<file path="src/rtl/irq_controller_pkg.sv">
// Shared constants and state encoding for the fetch-unit interrupt source.
// Revision: 1.0
`default_nettype none

package cpu_irq_pkg;

  localparam logic [7:0] IRQ_VECTOR      = 8'd240;
  localparam int         NUM_IRQ_DEFAULT = 4;
  localparam int         ID_W_DEFAULT    = 2;

  typedef enum logic [0:0] {
    IDLE    = 1'b0,
    SERVICE = 1'b1
  } irq_state_e;

endpackage

`default_nettype wire

</file>
<file path="src/rtl/irq_controller_prio_enc.sv">
// irq_prio_enc: fixed-priority encoder, lowest set index wins.
// Revision: 1.0
`default_nettype none

module irq_prio_enc #(
  parameter int N    = 4,
  parameter int ID_W = 2
) (
  input  logic [N-1:0]    req_i,
  output logic            valid_o,
  output logic [ID_W-1:0] idx_o
);

  // Scan high to low so the lowest active index is the last write.
  always_comb begin
    valid_o = 1'b0;
    idx_o   = '0;
    for (int i = N - 1; i >= 0; i--) begin
      if (req_i[i]) begin
        valid_o = 1'b1;
        idx_o   = ID_W'(i);
      end
    end
  end

endmodule

`default_nettype wire

</file>
<file path="src/rtl/irq_controller.sv">
// irq_controller: edge-latched, masked, fixed-priority interrupt source for the fetch unit.
// Revision: 1.0
`default_nettype none

module irq_controller
  import cpu_irq_pkg::*;
#(
  parameter int NUM_IRQ = NUM_IRQ_DEFAULT,
  parameter int ID_W    = ID_W_DEFAULT
) (
  input  logic               clk,
  input  logic               rst,
  input  logic [NUM_IRQ-1:0] irq,
  input  logic               cfg_we,
  input  logic [NUM_IRQ-1:0] cfg_mask,
  input  logic               cfg_gie,
  input  logic               cpu_enable,
  input  logic               cpu_jump_enable,
  input  logic               reti,
  output logic               interrupt_jump,
  output logic               interrupt_clear_status,
  output logic [ID_W-1:0]    irq_id,
  output logic [NUM_IRQ-1:0] pending,
  output logic               in_service
);

  irq_state_e         state_q, state_d;
  logic [NUM_IRQ-1:0] pending_q, pending_d;
  logic [NUM_IRQ-1:0] mask_q, mask_d;
  logic               gie_q, gie_d;
  logic [NUM_IRQ-1:0] irq_q;
  logic [ID_W-1:0]    irq_id_q, irq_id_d;

  logic [NUM_IRQ-1:0] rise;
  logic [NUM_IRQ-1:0] active;
  logic               sel_valid;
  logic [ID_W-1:0]    sel;
  logic               jump;
  logic               clear;

  assign rise   = irq & ~irq_q;
  assign active = pending_q & mask_q;

  irq_prio_enc #(
    .N    (NUM_IRQ),
    .ID_W (ID_W)
  ) u_prio_enc (
    .req_i   (active),
    .valid_o (sel_valid),
    .idx_o   (sel)
  );

  always_comb begin
    state_d   = state_q;
    pending_d = pending_q;
    irq_id_d  = irq_id_q;
    mask_d    = mask_q;
    gie_d     = gie_q;
    jump      = 1'b0;
    clear     = 1'b0;

    if (cfg_we) begin
      mask_d = cfg_mask;
      gie_d  = cfg_gie;
    end

    case (state_q)
      IDLE: begin
        // Yield to a decoder jump so its branch target is not lost.
        jump = gie_q & sel_valid & cpu_enable & ~cpu_jump_enable;
        if (jump) begin
          pending_d[sel] = 1'b0;
          irq_id_d       = sel;
          state_d        = SERVICE;
        end
      end
      SERVICE: begin
        clear = reti;
        if (reti) begin
          state_d = IDLE;
        end
      end
      default: state_d = IDLE;
    endcase

    // Applied after the clear so a same-cycle edge keeps the bit set.
    pending_d = pending_d | rise;
  end

  always_ff @(posedge clk) begin
    if (!rst) begin
      state_q   <= IDLE;
      pending_q <= '0;
      mask_q    <= '0;
      gie_q     <= 1'b0;
      irq_q     <= '0;
      irq_id_q  <= '0;
    end else begin
      state_q   <= state_d;
      pending_q <= pending_d;
      mask_q    <= mask_d;
      gie_q     <= gie_d;
      irq_q     <= irq;
      irq_id_q  <= irq_id_d;
    end
  end

  assign interrupt_jump         = jump;
  assign interrupt_clear_status = clear;
  assign irq_id                 = irq_id_q;
  assign pending                = pending_q;
  assign in_service             = (state_q == SERVICE);

endmodule

`default_nettype wire
</file>
<file path="config.mk">
export PLATFORM = sky130hd
export DESIGN_NAME = irq_controller
export DESIGN_NICKNAME = d
export VERILOG_FILES = /design/src/rtl/irq_controller_pkg.sv /design/src/rtl/irq_controller_prio_enc.sv /design/src/rtl/irq_controller.sv
export SDC_FILE = /design/constraint.sdc
export NUM_CORES = 1
export LEC_CHECK = 0
export ABC_AREA = 1
export CELL_PAD_IN_SITES_DETAIL_PLACEMENT = 1
export CELL_PAD_IN_SITES_GLOBAL_PLACEMENT = 1
export CORE_UTILIZATION = 25
export CTS_CLUSTER_SIZE = 24
export DETAILED_ROUTE_END_ITERATION = 10
export PLACE_DENSITY_LB_ADDON = 0.3
export SYNTH_ARGS = -nofsm -noshare
export SYNTH_HDL_FRONTEND = slang
export SYNTH_SLANG_ARGS = --single-unit
</file>
<file path="constraint.sdc">
create_clock -name clk -period 2.8 [get_ports clk]
set_input_delay 0.42 -clock clk [delete_from_list [all_inputs] [get_ports clk]]
set_output_delay 0.42 -clock clk [all_outputs]
set_load 0.1 [all_outputs]
</file>
======== Yosys cells after proc, flatten, opt, wreduce, memory -nomap -nowiden ========
Index checks and enable logic that the tools add are counted.
cells by class
  order comparisons ....................... 2
  muxes and demuxes ....................... 17
  bitwise operators ....................... 11
  reductions and logical operators ........ 2
operators by type and width
  cell                                                                number
  AND 4 bit                                                           3
  two-way mux 1 bit                                                   9
  two-way mux 2 bit                                                   4
  two-way mux 4 bit                                                   2
  inverter 4 bit                                                      2
  bitwise OR 4 bit                                                    1
  AND 1 bit                                                           3
  < comparator 2 x 3 -> 1 bit (second input constant)                 1
  demux 1 bit (select 2 bit)                                          1
  greater-or-equal comparator 2 x 1 -> 1 bit (second input constant)  1
  inverter 1 bit                                                      2
  one-hot mux 1 bit (2 select lines)                                  1
  AND reduction 2 bit                                                 1
  logical AND 1 bit                                                   1
storage, ports and cells
  register bits ........................... 16
  input bits .............................. 15
  output and inout port bits .............. 9
  logic and storage cells ................. 38

======== Logic depth before layout (Yosys ltp) ========
  depth in word-level cells ............... 14
  depth in mapped cells ................... 7

======== Hierarchy ========
From an unflattened synthesis, not the netlist that was laid out.
second synthesis, totals
  cells, all modules ...................... 106
  area, all modules ....................... 719.4 um2
modules (own cells, without submodules)
  module          instances  cells each  area each (um2)  sequential area each (um2)
  irq_controller  1          98          683.2            320.3
  irq_prio_enc    1          8           36.3             0.0

======== Worst setup path before layout ========
OpenSTA, ideal clock, no wires.
  kind .................................... reg-to-output
  start ................................... register pending_q[3] (netlist: pending[3])
  end ..................................... output port interrupt_jump
  arrival time ............................ 2.010 ns
  data required time ...................... 2.380 ns
  slack ................................... 0.370 ns
  stages on the path, launching flop included .. 5
  cells stage by stage .................... dfxtp_1 > nand2_1 > nand2_4 > o21ai_2 > inv_1
between the ends
  cells in the longest elaborated chain, start to end .. 9
RTL lines
  element                         RTL line                       text
  start: declaration              irq_controller.sv:28           logic [NUM_IRQ-1:0] pending_q, pending_d;
  start signal: assignment        irq_controller.sv:100          pending_q <= pending_d;
  AND 4 bit                       irq_controller.sv:42           assign active = pending_q & mask_q;
  two-way mux 1 bit (4 in a row)  irq_controller_prio_enc.sv:19  if (req_i[i]) begin
  AND 1 bit (3 in a row)          irq_controller.sv:70           jump = gie_q & sel_valid & cpu_enable & ~cpu_jump_enable;
  two-way mux 1 bit               irq_controller.sv:67           case (state_q)
  end: declaration                irq_controller.sv:20           output logic interrupt_jump,
No other way between the ends.

======== Worst setup path in the final report ========
  start ................................... input port cpu_jump_enable
  end ..................................... output port interrupt_jump
between the ends
  cells in the longest elaborated chain, start to end .. 3
RTL lines
  element             RTL line              text
  start: declaration  irq_controller.sv:18  input logic cpu_jump_enable,
  inverter 1 bit      irq_controller.sv:70
  AND 1 bit           irq_controller.sv:70
  two-way mux 1 bit   irq_controller.sv:67
No other way between the ends.

==> results.md <==
- Status: complete, no violations
- ANT nets after route: 0
- Die ar.: 0.00308 mm^2
- Initial antenna violation count: 0
- VDD IR max: 0.202 mV
- Cts hold-fix bufs: 0
- Starting density of the core: 0.261
- Placer Congestion: 0.864
- Avg Inst Size Synth: 7.52 um^2
- Number of cells on the critical path: 5
- Crit-path max FO: 4
- Synth cell types: 18
- CTS root buf: clkbuf_4
- Post-CTS Resized: 0
- Slew margin rel.: 0.639
- PD cells: 522 mW/mm^2
- Drt initial violations: 14
- DR pass1 iterations: 3
- R2R cell count: 7
- CP Launch Type: input port
- Core area: 0.00273 mm^2
- Share of layout cells above drive strength 1: 0.215
- Syn. warnings: 0
- Worst Path Buf+Inv: 3
- Pin count of the biggest net entering global routing: 17
- CTS tree: yes
- Fmax: 0.496 GHz
- Power, Total: 0.524 mW
- WHS Path Cells: 1
- Fillers: 348
- First-pass GRT wire length: 2900 um
- Mapped Cells: 95
- Overall Global Routing Usage: 0.124
- Worst Max-Slew Pin Slew: 540 ps
- CP Cell Sequence: clkdlybuf4s50_1, nor3_4, o21ai_2, inv_1, buf_12
- Cell accounting for the most synthesized area: dfxtp_1
- Yosys reg bits: 16
- Die span in y: 55.5 um
- Leakage Power: 0.506 nW
- # setup viols final: 0
- Period minus WS final: 2010 ps
- Clk_lat worst skew: 290 ps
- Drt drc: 0
- Worst EP required: 2380 ps
- CP Data Arrival Time: 1590 ps
- N_diodes: 0
- Final setup TNS: 0 ps
- Final net count: 137
- I/O pin cnt: 24
- Clock Skew: 4.76 ps
- Vias per cell: 4.39
- Clk pin slew, worst setup/hold paths: 90 ps
- Postcts setup bufs: 0
- Family with the most delay on the worst path: buffers and inverters
- Endpoints failing hold: 0
- Slowest cell delay on critical path: 470 ps
- RSZ-0062 raised after global routing: no
- CTS Buf Count: 3
- CTS Sinks: 16
- Sequential fraction of the synthesis area: 0.448
- Vias in the first global route: 676
- Commonest non-fill, non-tap cells in the layout: nand2_1, dfxtp_1, inv_1
- Area share of the largest cell type after synthesis: 0.448
- DIE WIDTH: 55.5 um
- Synth Net Count: 110
- Port bufs: 23
- WL/cell: 10.7 um
- Grt total ovfl: 0
- CTS max path bufs: 2
- H-Tree Depth: 1
- Final WL: 1630 um
- Hold WC Path Type: reg2reg
- # rows: 19
- Most common cell after layout, fill and taps aside: nand2_1
- WS Path Type: in2out
- Crit path max-delay cell type: clkdlybuf4s50_1
- Synth-to-Final Area Change: 40.3%
- Crit share post-route: 0.719
- Slew Viols, Final: 0
- Max-cap viol count: 0
- Cell area after synthesis: 714 um^2
- DR vias: 668
- DP Wirelength: 1300 um
- Endpoint class of the critical path: output pin
- Synth area leaders: dfxtp_1, nand2_1, inv_1
[through the flow]
stage	worst slack (ps)	cell area, um^2	hold WS, ps	util	cells
final	786	1000	426	0.367	152
after floorplan	370	714	399	-	95
after detailed placement	781	966	419	0.353	148
after global placement	824	966	403	0.353	148
after global routing	713	1000	436	0.367	152
after CTS	776	1000	433	0.367	152
[Yosys cell counts]
cell type / count
nor3_4: 1
nand2_1: 17
nor2_1: 12
a21boi_2: 1
nand3_1: 7
nand2_4: 3
a21oi_1: 3
o21ai_0: 8
nor2_2: 2
nand3_2: 1
o21ai_2: 1
nand2_2: 2
nand4_1: 1
dfxtp_1: 16
or2_0: 2
inv_2: 2
buf_4: 1
inv_1: 15
[cell families (layout without fill, tap and decap cells)]
family / after synthesis / count (layout) / share of synthesized area
simple gates: 48 / 48 / 0.347
buf+inv: 18 / 44 / 0.0998
flops: 16 / 16 / 0.448
compound gates: 13 / 13 / 0.105
[worst register-to-register path, cell delays in order (launching register included)]
cell	delay (ps)
dfxtp_1	410
nand2_2	110
nand2_4	100
inv_2	40
nor2_2	90
nand3_1	80
nand2_1	80
nand2_1	40
[area by class of cell]
| type | instances | area [um^2] | area share |
|---|---|---|---|
| Clock buffer | 4 | 36.3 | 0.0362 |
| Multi-Input combinational cell | 61 | 323 | 0.322 |
| Sequential cell | 16 | 320 | 0.320 |
| Tap cell | 31 | 38.8 | 0.0387 |
| Inverter | 17 | 63.8 | 0.0637 |
| Timing Repair Buffer | 23 | 220 | 0.220 |
[layer usage]
layer,wire (um),track usage
met5,0,0
met4,36,0.0643
met3,94,0.0492
met2,802,0.200
met1,698,0.140
[final timing paths]
path,startpoint,endpoint,slack (ps)
max,cpu_jump_enable,interrupt_jump,790
min,irq_q[0],pending[0],430
max reg2reg,pending[2],pending[3],1760
min reg2reg,irq_q[0],pending[0],430
[registers in the layout (all words and copies together), names as in the netlist]
signal,count
gie_q,1
in_service,1
irq_id,2
irq_q,4
mask_q,4
pending,4
[where the power goes]
group          switching (mW)  total, mW  internal [mW]
Sequential             0.0108      0.253          0.242
Combinational          0.0796      0.119         0.0393
Clock                  0.0728      0.152         0.0792
Power figures use the tool's default switching activity.
